### config.mk
export PLATFORM = sky130hd
export DESIGN_NAME = hack_screen_fetcher
export DESIGN_NICKNAME = d
export VERILOG_FILES = /design/src/rtl/hack_screen_fetcher.sv
export SDC_FILE = /design/constraint.sdc
export NUM_CORES = 1
export LEC_CHECK = 0
export ABC_AREA = 0
export CAP_MARGIN = 10
export CORE_MARGIN = 1
export CORE_UTILIZATION = 40
export CTS_BUF_LIST = sky130_fd_sc_hd__clkbuf_8 sky130_fd_sc_hd__clkbuf_16
export DETAILED_ROUTE_END_ITERATION = 10
export GPL_ROUTABILITY_DRIVEN = 0
export GPL_TIMING_DRIVEN = 1
export PLACE_DENSITY = 0.67
export SLEW_MARGIN = 20
export SYNTH_ARGS = -nofsm -noshare
export SYNTH_HDL_FRONTEND = slang
export SYNTH_SLANG_ARGS = --single-unit
### constraint.sdc
create_clock -name clk -period 6.9 [get_ports clk]
set_input_delay 1.725 -clock clk [delete_from_list [all_inputs] [get_ports clk]]
set_output_delay 1.725 -clock clk [all_outputs]
set_load 0.05 [all_outputs]
### src/rtl/hack_screen_fetcher.sv
// Pixel source for the 640x480 path: double-buffers Hack screen words fetched from VRAM
// and serialises them one pixel per clk, with syncs delayed to match the pixel latency.
module hack_screen_fetcher #(
   parameter int unsigned H_START       = 64,
   parameter int unsigned V_START       = 112,
   parameter int unsigned PREFETCH_CLKS = 16,
   parameter logic        BORDER_PIXEL  = 1'b1,
   parameter logic [14:0] SCREEN_BASE   = 15'h4000
) (
   input  logic        clk,
   input  logic        reset_n,
   input  logic [9:0]  hpos,
   input  logic [9:0]  vpos,
   input  logic        active_in,
   input  logic        hsync_in,
   input  logic        vsync_in,
   output logic [14:0] vram_addr,
   output logic        vram_rd,
   input  logic [15:0] vram_data,
   input  logic        vram_valid,
   output logic        rgb,
   output logic        hsync,
   output logic        vsync,
   output logic        underrun
);

   localparam logic [9:0] H_ST  = 10'(H_START);
   localparam logic [9:0] H_END = 10'(H_START + 512);
   localparam logic [9:0] H_PF  = 10'(H_START - PREFETCH_CLKS);
   localparam logic [9:0] V_ST  = 10'(V_START);
   localparam logic [9:0] V_END = 10'(V_START + 256);

   typedef enum logic [1:0] {IDLE, FETCH, FULL, DRAIN} state_t;

   state_t      state_q, state_d;
   logic        rd_q, rd_d;
   logic [14:0] addr_q, addr_d;
   logic [5:0]  idx_q, idx_d;
   logic [7:0]  row_q, row_d;
   logic [15:0] next_q, next_d;
   logic [15:0] shift_q, shift_d;
   logic        disc_q, disc_d;
   logic        pend_q, pend_d;
   logic        underrun_q, underrun_d;
   logic        active_q, inwin_q, hsync_q, vsync_q;

   logic       h_win, v_win, in_win, boundary, underrun_ev;
   logic [3:0] col_lo;
   logic [7:0] row_now, start_row;

   function automatic logic [14:0] word_addr(input logic [7:0] row, input logic [4:0] idx);
      return SCREEN_BASE + {2'b00, row, idx};
   endfunction

   assign h_win       = (hpos >= H_ST) && (hpos < H_END);
   assign v_win       = (vpos >= V_ST) && (vpos < V_END);
   assign in_win      = h_win && v_win;
   assign col_lo      = hpos[3:0] - H_ST[3:0];
   assign row_now     = vpos[7:0] - V_ST[7:0];
   assign start_row   = pend_q ? row_q : row_now;
   assign boundary    = in_win && (col_lo == 4'd0);
   assign underrun_ev = boundary && (state_q != FULL);

   // NOTE: every always_comb output gets a default first, so no path leaves one unassigned (no latch).
   always_comb begin
      state_d    = state_q;
      rd_d       = rd_q;
      addr_d     = addr_q;
      idx_d      = idx_q;
      row_d      = row_q;
      next_d     = next_q;
      shift_d    = shift_q;
      disc_d     = disc_q;
      pend_d     = pend_q;
      underrun_d = underrun_q | underrun_ev;

      if (boundary)
         shift_d = underrun_ev ? 16'h0000 : next_q;
      else if (in_win)
         shift_d = shift_q >> 1;

      unique case (state_q)
         IDLE: begin
            if ((hpos == H_PF && v_win) || pend_q) begin
               row_d   = start_row;
               idx_d   = 6'd0;
               rd_d    = 1'b1;
               addr_d  = word_addr(start_row, 5'd0);
               pend_d  = 1'b0;
               state_d = FETCH;
            end
         end
         FETCH: begin
            if (vram_valid) begin
               // A word that already missed its slot is replaced by white.
               next_d  = disc_q ? 16'h0000 : vram_data;
               disc_d  = 1'b0;
               rd_d    = 1'b0;
               idx_d   = idx_q + 6'd1;
               state_d = FULL;
            end else if (underrun_ev) begin
               disc_d  = 1'b1;
            end
         end
         FULL: begin
            if (boundary) begin
               if (!idx_q[5]) begin
                  rd_d    = 1'b1;
                  addr_d  = word_addr(row_q, idx_q[4:0]);
                  state_d = FETCH;
               end else begin
                  state_d = IDLE;
               end
            end
         end
         DRAIN: begin
            if (hpos == H_PF && v_win) begin
               pend_d = 1'b1;
               row_d  = row_now;
            end
            if (vram_valid) begin
               rd_d    = 1'b0;
               state_d = IDLE;
            end
         end
         default: state_d = IDLE;
      endcase

      // End of the window line: abandon buffering, but an unanswered request must be drained.
      if (hpos == H_END && (state_q == FETCH || state_q == FULL)) begin
         disc_d = 1'b0;
         if (state_q == FETCH && !vram_valid) begin
            state_d = DRAIN;
         end else begin
            rd_d    = 1'b0;
            state_d = IDLE;
         end
      end
   end

   // NOTE: sequential state uses non-blocking assignments so all registers update together at the edge.
   always_ff @(posedge clk) begin
      if (!reset_n) begin
         state_q    <= IDLE;
         rd_q       <= 1'b0;
         addr_q     <= SCREEN_BASE;
         idx_q      <= 6'd0;
         row_q      <= 8'd0;
         next_q     <= 16'h0000;
         shift_q    <= 16'h0000;
         disc_q     <= 1'b0;
         pend_q     <= 1'b0;
         underrun_q <= 1'b0;
         active_q   <= 1'b0;
         inwin_q    <= 1'b0;
         hsync_q    <= 1'b1;
         vsync_q    <= 1'b1;
      end else begin
         state_q    <= state_d;
         rd_q       <= rd_d;
         addr_q     <= addr_d;
         idx_q      <= idx_d;
         row_q      <= row_d;
         next_q     <= next_d;
         shift_q    <= shift_d;
         disc_q     <= disc_d;
         pend_q     <= pend_d;
         underrun_q <= underrun_d;
         active_q   <= active_in;
         inwin_q    <= in_win;
         hsync_q    <= hsync_in;
         vsync_q    <= vsync_in;
      end
   end

   assign vram_addr = addr_q;
   assign vram_rd   = rd_q;
   assign underrun  = underrun_q;
   assign hsync     = hsync_q;
   assign vsync     = vsync_q;
   assign rgb       = active_q ? (inwin_q ? ~shift_q[0] : BORDER_PIXEL) : 1'b0;

endmodule

==> flow_summary.toml, run 1 <==
[run_status]
status = "complete, no violations"

[clock_tree]
clkTransAtPathRegs_ns = 0.07
cts.hold.buffers_added = 0
clock_sinks = 69
cts_resized = 0
htree_levels = 3
cts-root-buf = "clkbuf_8"
cts_tree = "yes"
post_cts_buffers = 0
cts_buffers = 9
cts_max_path_buffers = 2
clkLatencyLatePin_ns = 0.34

[setup_path]
cp.required_ns = 7.17
cp-startpoint = "vpos[4]"
crit_path_start_kind = "input pin"
cpMaxStageDelayCell = "a21boi_1"
path_cells = "clkdlybuf4s50_1 -> ha_1 -> a21oi_1 -> mux2_2 -> a21boi_1 -> o21bai_1 -> buf_4 -> mux2i_1"
rr_startpoint = "state_q[0]"
r2r_cells = 6
critPathTopFamily = "compound AO/OA/AOI/OAI gates"
crit_arrival_ns = 4.62
critical_path_buf_inv_count = 2
crit_type = "in -> reg"
cp_num_cells = 8
end_kind = "flip-flop"
cpPeakStageDelay_ns = 0.72
cp_max_fo = 16

[synth]
synth.avg_cell_area_sq_um = 9.19
muxShareOfSynthArea = 0.0890
synth_edf_count = 0
synth_top_family_by_area = "simple AND/OR/NAND/NOR gates"
synth_compound_area_frac = 0.179
ys_ff_latch = 69
synth_ff_type = "dfxtp_1"
yosysUniqueCellTypes = 43
synth_area_sq_um = 3130
synth_xor_area_frac = 0.00838
synthSimpleGateAreaFrac = 0.206
syn_inst = 341
syn-num-nets = 390
yosysSeqAreaShare = 0.441
synthAdderAreaFrac = 0.0279
synthArstFlopShare = 0
synth_warnings = 0

[global_routing]
first_global_vias = 2581
gr-total-overflow = 0
grt_pass1_wl_um = 11800
grt_antenna_before_repair = 0
grt_usage = 0.179
grt_max_degree = 63

[die]
die_h_um = 90.5
rows = 31
design.core.area_sq_um = 7410
die_area_sq_um = 8190
fp.dieW_um = 90.5
start_util = 0.423
pin_count = 62

[timing]
maxSlewHeadroom = 0.349
setup_viol = 0
setup_ws_ns = 2.55
max_freq_mhz = 230
period_share = 0.631
slew_viol_final = 0
skew_ns = 0.00457
period_minus_slack_ns = 4.35
fin_tns_setup_ns = 0
worst_pin_slew_ns = 0.976
hold_viol_final = 0
rsz0062_at_grt = "false"

[cells_and_area]
area_delta_synth_final_pct = 26.5
antenna_cells = 0
final_core_util = 0.535
fillers = 693
fin_area_sq_um = 3970
finalNonFillerCells = 494
final_nets = 439
drive_above_1_share = 0.0734

[power]
p_int_mw = 0.772
switching_power_mw = 0.414
powerDensity_nw_per_um2 = 299
power_leakage_nw = 1.66
pwr-share-clk = 0.267
ir_drop_mv = 0.144
p_sw_frac = 0.349
seqPwrFrac = 0.396
p_comb_frac = 0.337

[place]
pre_cts_ws_ns = 2.24
placed_cell_area_sq_um = 3770
placedCellCount = 478
io_buffers = 59
dp_hpwl_um = 4720

[flow_run]
drv_cap = 0

[drt]
wl_per_cell_um = 14.0
routed_via_density = 5.35
drt_iter0_markers = 113
finalWirelength_um = 6930
drc_errors = 0
drt_pre_antenna_iters = 4
vias = 2645
final_antenna_net_count = 0

[worst_hold_path]
hp-class = "reg -> reg"
hold_path_depth = 2
min-delay-start = "vram_addr[8]"
-- final timing paths --
check                  endpoint  slack (ns)
setup / recovery   vram_addr[0]        2.55
hold / removal     vram_addr[8]        0.46
setup reg to reg  vram_addr[10]        4.41
hold reg to reg    vram_addr[8]        0.46
-- tightest hold or removal path: cells and delay by family (launching register included) --
| kind | cells | cell delay, ns |
|---|---|---|
| flops | 1 | 0.31 |
| mux | 1 | 0.06 |
| simple gates | 1 | 0.05 |
-- power by group through the flow --
stage	sequential (mW)	clock, mW	combinational, mW
2_1_floorplan	0.536	0	0.229
3_3_place_gp	0.478	0	0.394
3_5_place_dp	0.478	0	0.399
4_1_cts	0.469	0.325	0.400
5_1_grt	0.474	0.346	0.432
6_report	0.469	0.317	0.400
-- kinds of logic after synthesis --
group / count (synthesis)
AO/OA/AOI/OAI: 70
XOR/XNOR: 3
adder cells (fa/ha/maj): 7
buffers and inverters: 34
flip-flops: 69
multiplexers: 27
other: 2
AND/OR/NAND/NOR: 129
-- state kept, by name (all words and copies together), names as in the netlist --
register   cells
next_q        16
shift_q       16
vram_addr     13
row_q          8
idx_q          6
state_q        2
active_q       1
disc_q         1
hsync          1
inwin_q        1
pend_q         1
underrun       1
vram_rd        1
vsync          1
-- layout make-up --
type,instances,area (sq um),area share
Multi-Input combinational cell,238,1610,0.407
Sequential cell,69,1380,0.348
Timing Repair Buffer,64,623,0.157
Clock buffer,10,138,0.0347
Tap cell,99,124,0.0312
Clock inverter,6,56.3,0.0142
Inverter,8,30.0,0.00757
-- metal layers --
| layer | up-vias | GRT usage | share of wire |
|---|---|---|---|
| met5 | - | 0 | 0 |
| met1 | 1245 | 0.213 | 0.44 |
| met3 | 13 | 0.0471 | 0.043 |
| met4 | 0 | 0.0726 | 0.018 |
| li1 | 1326 | - | - |
| met2 | 61 | 0.304 | 0.50 |
-- cells in the mapped netlist, drive strengths merged (3+ instances only) --
cell    number  area [sq um]
nand2b       3          18.8
a22o        16           140
nand3       39           195
or4          6          48.8
clkbuf      21          78.8
o31ai        5          37.5
dfxtp       69          1380
nor2        11          41.3
buf          5          38.8
or3          3          18.8
mux2         7          78.8
nand2       42           158
a21boi       7          52.6
a311oi       3          26.3
a21oi        8          40.0
o211a       18           180
o21ai        6          30.0
inv          8          30.0
nor2b       11          68.8
mux2i       20           200
ha           7          87.6
-- placed cells by master (no fill, tap or decap), drive strengths merged, types with 3 or more instances in the layout --
cell type / instances
o31ai: 5
o21ai: 6
nor2b: 11
clkdlybuf4s50: 58
or3: 3
mux2i: 20
ha: 7
nand2b: 3
or4: 6
mux2: 7
clkbuf: 10
o211a: 18
a22o: 16
a21boi: 7
inv: 11
a21oi: 8
nor2: 11
a311oi: 3
buf: 6
nand3: 39
dfxtp: 69
nand2: 42
-- metrics by stage --
step / hold WS (ns) / power, mW
after floorplan: 0.449 / 0.765
after global placement: 0.450 / 0.871
after detailed placement: 0.457 / 0.877
after CTS: 0.466 / 1.19
after global routing: 0.483 / 1.25
final: 0.463 / 1.19
(Power assumes the default switching activity.)
==> inputs of run 2 (changes only) <==
Settings changed: PLACE_DENSITY 0.67 to 0.7.
Clock period 6.9 ns to 3.67 ns, I/O delays scaled along.
==> run 2 against run 1 <==
Against the previous run: flip-flop and latch count did not move; clock power rose by 100%; largest cell class unchanged; final cell count rose by 0.61%; critical endpoint is now state_q[1]; design area rose by 0.98%; largest power group unchanged; worst setup slack got worse by 1.8 ns; first-iteration DRC count fell by 35%.
==> flow_summary.toml, run 2 (same netlist as run 1, synthesis figures left out) <==
[global_routing]
gr-total-overflow = 0
grt_max_degree = 51
busiest_layer = "met2"
grtUsageMet2 = 0.295
use_met3 = 0.0387
grt_antenna_before_repair = 0
grt_pass1_wl_um = 11600
met1_usage = 0.205
grt_usage = 0.173
first_global_vias = 2571

[power]
powerDensity_nw_per_um2 = 571
ir_drop_mv = 0.208
power_leakage_nw = 1.68
fin_total_pwr_mw = 2.29

[setup_path]
crit_path_start_kind = "input pin"
cp_max_fo = 4
crit_type = "in -> reg"
cp.required_ns = 3.92
r2r-end = "vram_addr[7]"
r2r_setup_slack_ns = 1.24
crit_end = "state_q[1]"
end_kind = "flip-flop"
cp-startpoint = "vpos[4]"
crit_arrival_ns = 3.14
rr_startpoint = "state_q[0]"
r2r_cells = 6

[clock_tree]
clkLatencyLatePin_ns = 0.34
cts_max_path_buffers = 2
clkTransAtPathRegs_ns = 0.07
cts_resized = 0
post_cts_buffers = 0
clock_sinks = 69
cts_buffers = 9
cts_tree = "yes"
cts-root-buf = "clkbuf_8"
cts.hold.buffers_added = 0
htree_levels = 3

[drt]
drt_pre_antenna_iters = 4
wl_per_cell_um = 13.4
routed_via_density = 5.30
vias = 2633
drt_iter0_markers = 74
drc_errors = 0
final_antenna_net_count = 0
finalWirelength_um = 6680

[place]
dp_hpwl_um = 4680
io_buffers = 59
placedCellCount = 481
pre_cts_ws_ns = 0.450
placed_cell_area_sq_um = 3790

[cells_and_area]
layout_common_cells = "69 x dfxtp_1, 58 x clkdlybuf4s50_1, 42 x nand2_1, 39 x nand3_1, 20 x mux2i_1"
final_common_cell = "dfxtp_1"
fin_area_sq_um = 4010
drive_above_1_share = 0.0879
fillers = 697
final_core_util = 0.541
area_delta_synth_final_pct = 27.8
finalNonFillerCells = 497
antenna_cells = 0
final_nets = 442

[die]
design.core.area_sq_um = 7410
pin_count = 62
start_util = 0.423
die_area_sq_um = 8190
die_h_um = 90.5
rows = 31
fp.dieW_um = 90.5

[timing]
skew_ns = 0.00515
hold_ws_ns = 0.456
hold_viol_final = 0
period_minus_slack_ns = 2.89
fin_tns_setup_ns = 0
period_share = 0.787
max_freq_mhz = 346
worst_pin_slew_ns = 0.999
rsz0062_at_grt = "false"
maxSlewHeadroom = 0.334
setup_ws_ns = 0.783
setup_viol = 0
slew_viol_final = 0

[worst_hold_path]
hp-class = "reg -> reg"

[flow_run]
drv_cap = 0

[run_status]
status = "complete, no violations"
==> run 2: changes by cell type in the layout (fill, tap and decap cells not counted), sizes merged <==
cell    previous run  this run
inv               11         8
clkinv             0         2
buf                6         9
clkbuf            10        11
==> run 2: how the worst min path moves through the flow <==
stage	from	endpoint	slack, ns	cells after the start
finish	vram_addr[1]	vram_addr[1]	0.46	2
global route	vram_addr[5]	vram_addr[5]	0.48	2
CTS	vram_addr[1]	vram_addr[1]	0.46	2
detailed placement	vram_addr[1]	vram_addr[1]	0.45	2
global placement	vram_addr[5]	vram_addr[5]	0.44	2
floorplan	next_q[0]	next_q[0]	0.45	1
==> run 2: critical path, cell delays in order <==
cell and delay [ns]:
clkdlybuf4s50_1 0.47, ha_1 0.25, a21oi_1 0.28, mux2i_1 0.20
o31a_1 0.36, or3_1 0.38, a311oi_1 0.27
==> run 2: final cells by class <==
| type | instances | area (sq um) | area share |
|---|---|---|---|
| inverter | 8 | 30.0 | 0.00750 |
| clock inverter | 5 | 58.8 | 0.0147 |
| clock buffer | 11 | 151 | 0.0378 |
| sequential | 69 | 1380 | 0.345 |
| multi-input combinational | 238 | 1610 | 0.403 |
| timing repair buffer | 67 | 646 | 0.161 |
| tap | 99 | 124 | 0.0309 |
==> run 2: layer usage <==
layer,up-vias,share of wire
li1,1335,-
met2,57,0.47
met1,1229,0.47
met4,0,0.020
met3,12,0.037
met5,-,0
==> run 2: where the power goes <==
part | total [mW] | leakage [nW] | internal, mW | switching, mW
combinational | 0.764 | 1.02 | 0.307 | 0.457
sequential | 0.882 | 0.560 | 0.829 | 0.0535
clock | 0.639 | 0.102 | 0.351 | 0.289
==> inputs of run 3 (changes only) <==
Settings changed: PLACE_DENSITY 0.7 to 0.67.
Clock period 3.67 ns to 2.7 ns, I/O delays scaled along.
==> run 3 against run 2 <==
Against the previous run: sequential share of layout area down 1.0 points; power rose by 40%; flip-flop and latch count unchanged.
==> flow_summary.toml, run 3 (same netlist as run 1, synthesis figures left out) <==
[run_status]
status = "complete, no violations"

[cells_and_area]
finalNonFillerCells = 513
fin_area_sq_um = 4130
layout_common_cells = "69 x dfxtp_1, 58 x clkdlybuf4s50_1, 42 x nand2_1, 39 x nand3_1, 24 x buf_4"
final_common_cell = "dfxtp_1"
drive_above_1_share = 0.123
final_nets = 458
area_delta_synth_final_pct = 31.8
antenna_cells = 0

[die]
fp.dieW_um = 90.5
start_util = 0.423
rows = 31
design.core.area_sq_um = 7410
die_area_sq_um = 8190
pin_count = 62
die_h_um = 90.5

[setup_path]
r2r_setup_slack_ns = 0.66
crit_type = "in -> reg"
cp.required_ns = 2.94
path_cells = "clkdlybuf4s50_1 -> ha_1 -> a21oi_2 -> mux2_2 -> a21boi_1 -> buf_4 -> buf_4 -> nor4_1 -> a311oi_1"
crit_path_start_kind = "input pin"
rr_startpoint = "state_q[0]"
cpMaxStageDelayCell = "clkdlybuf4s50_1"
path_common_cell = "buf_4"
r2r_cells = 6
cpPeakStageDelay_ns = 0.42
r2r-end = "state_q[1]"
end_kind = "flip-flop"
crit_arrival_ns = 2.70
cp_max_fo = 13

[worst_hold_path]
min_to = "vram_addr[0]"
hp-class = "reg -> reg"
hold_path_depth = 2
min-delay-start = "vram_addr[0]"

[timing]
setup_viol = 0
worst_pin_slew_ns = 0.659
maxSlewHeadroom = 0.559
rsz0062_at_grt = "false"
period_share = 0.911
setup_ws_ns = 0.241
period_minus_slack_ns = 2.46
hold_viol_final = 0
slew_viol_final = 0
fin_tns_setup_ns = 0
skew_ns = 0.00855
max_freq_mhz = 407

[global_routing]
grt_usage = 0.180
grt_pass1_wl_um = 12100
grt_antenna_before_repair = 0
gr-total-overflow = 0
first_global_vias = 2614
grt_max_degree = 50

[clock_tree]
cts-root-buf = "clkbuf_8"
cts.hold.buffers_added = 0
htree_levels = 3
post_cts_buffers = 0
clock_sinks = 69
clkLatencyLatePin_ns = 0.33
clkTransAtPathRegs_ns = 0.07
cts_max_path_buffers = 2
cts_tree = "yes"
cts_buffers = 9
cts_resized = 0

[place]
io_buffers = 59
placed_cell_area_sq_um = 3920
pre_cts_ws_ns = -0.214
placedCellCount = 497
dp_hpwl_um = 4990

[drt]
vias = 2713
routed_via_density = 5.29
wl_per_cell_um = 13.5
drt_pre_antenna_iters = 4
final_antenna_net_count = 0
drt_iter0_markers = 89
finalWirelength_um = 6930
drc_errors = 0

[power]
powerDensity_nw_per_um2 = 776
power_leakage_nw = 1.76
ir_drop_mv = 0.277

[flow_run]
drv_cap = 0
## run 3: cell type report
type	count	area, sq um
inverters	8	30.0
multi-input cells	238	1620
flip-flops and latches	69	1380
repair buffers	83	766
well taps	99	124
fillers	660	3280
clock inverters	4	46.3
clock buffers	12	165
## run 3: worst max path at each step
stage             from            end  slack (ns)  cells after the start
2_1_floorplan  vpos[4]  vram_addr[10]        0.19                      7
3_3_place_gp   vpos[4]     state_q[0]       -0.13                      8
6_report       vpos[4]     state_q[1]        0.24                      9
3_5_place_dp   vpos[4]     state_q[1]       -0.21                      8
5_1_grt        vpos[4]     state_q[1]        0.04                      9
4_1_cts        vpos[4]     state_q[1]        0.15                      8
## run 3: per-layer routing
| layer | up-vias | global-route usage | routed length, um |
|---|---|---|---|
| met1 | 1278 | 0.231 | 3210 |
| met5 | - | 0 | 0 |
| met3 | 8 | 0.0320 | 266 |
| met4 | 0 | 0.0605 | 66 |
| li1 | 1370 | - | - |
| met2 | 57 | 0.303 | 3390 |
## run 3: through the flow
stage / util / hold slack [ns] / total power, mW
final: 0.558 / 0.460 / 3.20
after detailed placement: 0.528 / 0.452 / 2.34
after global placement: 0.528 / 0.444 / 2.33
after floorplan: - / 0.449 / 1.95
after global routing: 0.558 / 0.494 / 3.37
after CTS: 0.557 / 0.462 / 3.22
## run 3: report_power, final
| part | internal, mW | leakage (nW) | switching, mW |
|---|---|---|---|
| Clock | 0.498 | 0.110 | 0.380 |
| Combinational | 0.485 | 1.09 | 0.640 |
| Sequential | 1.13 | 0.560 | 0.0744 |
| Total | 2.11 | 1.76 | 1.09 |
## run 3: worst max-delay path, delay by kind of cell
kind | cells | cell delay (ns)
AOI/OAI and AO/OA | 3 | 0.58
muxes | 1 | 0.39
and+or+nand+nor | 1 | 0.04
buffers and inverters | 3 | 0.76
adders and majority gates | 1 | 0.23
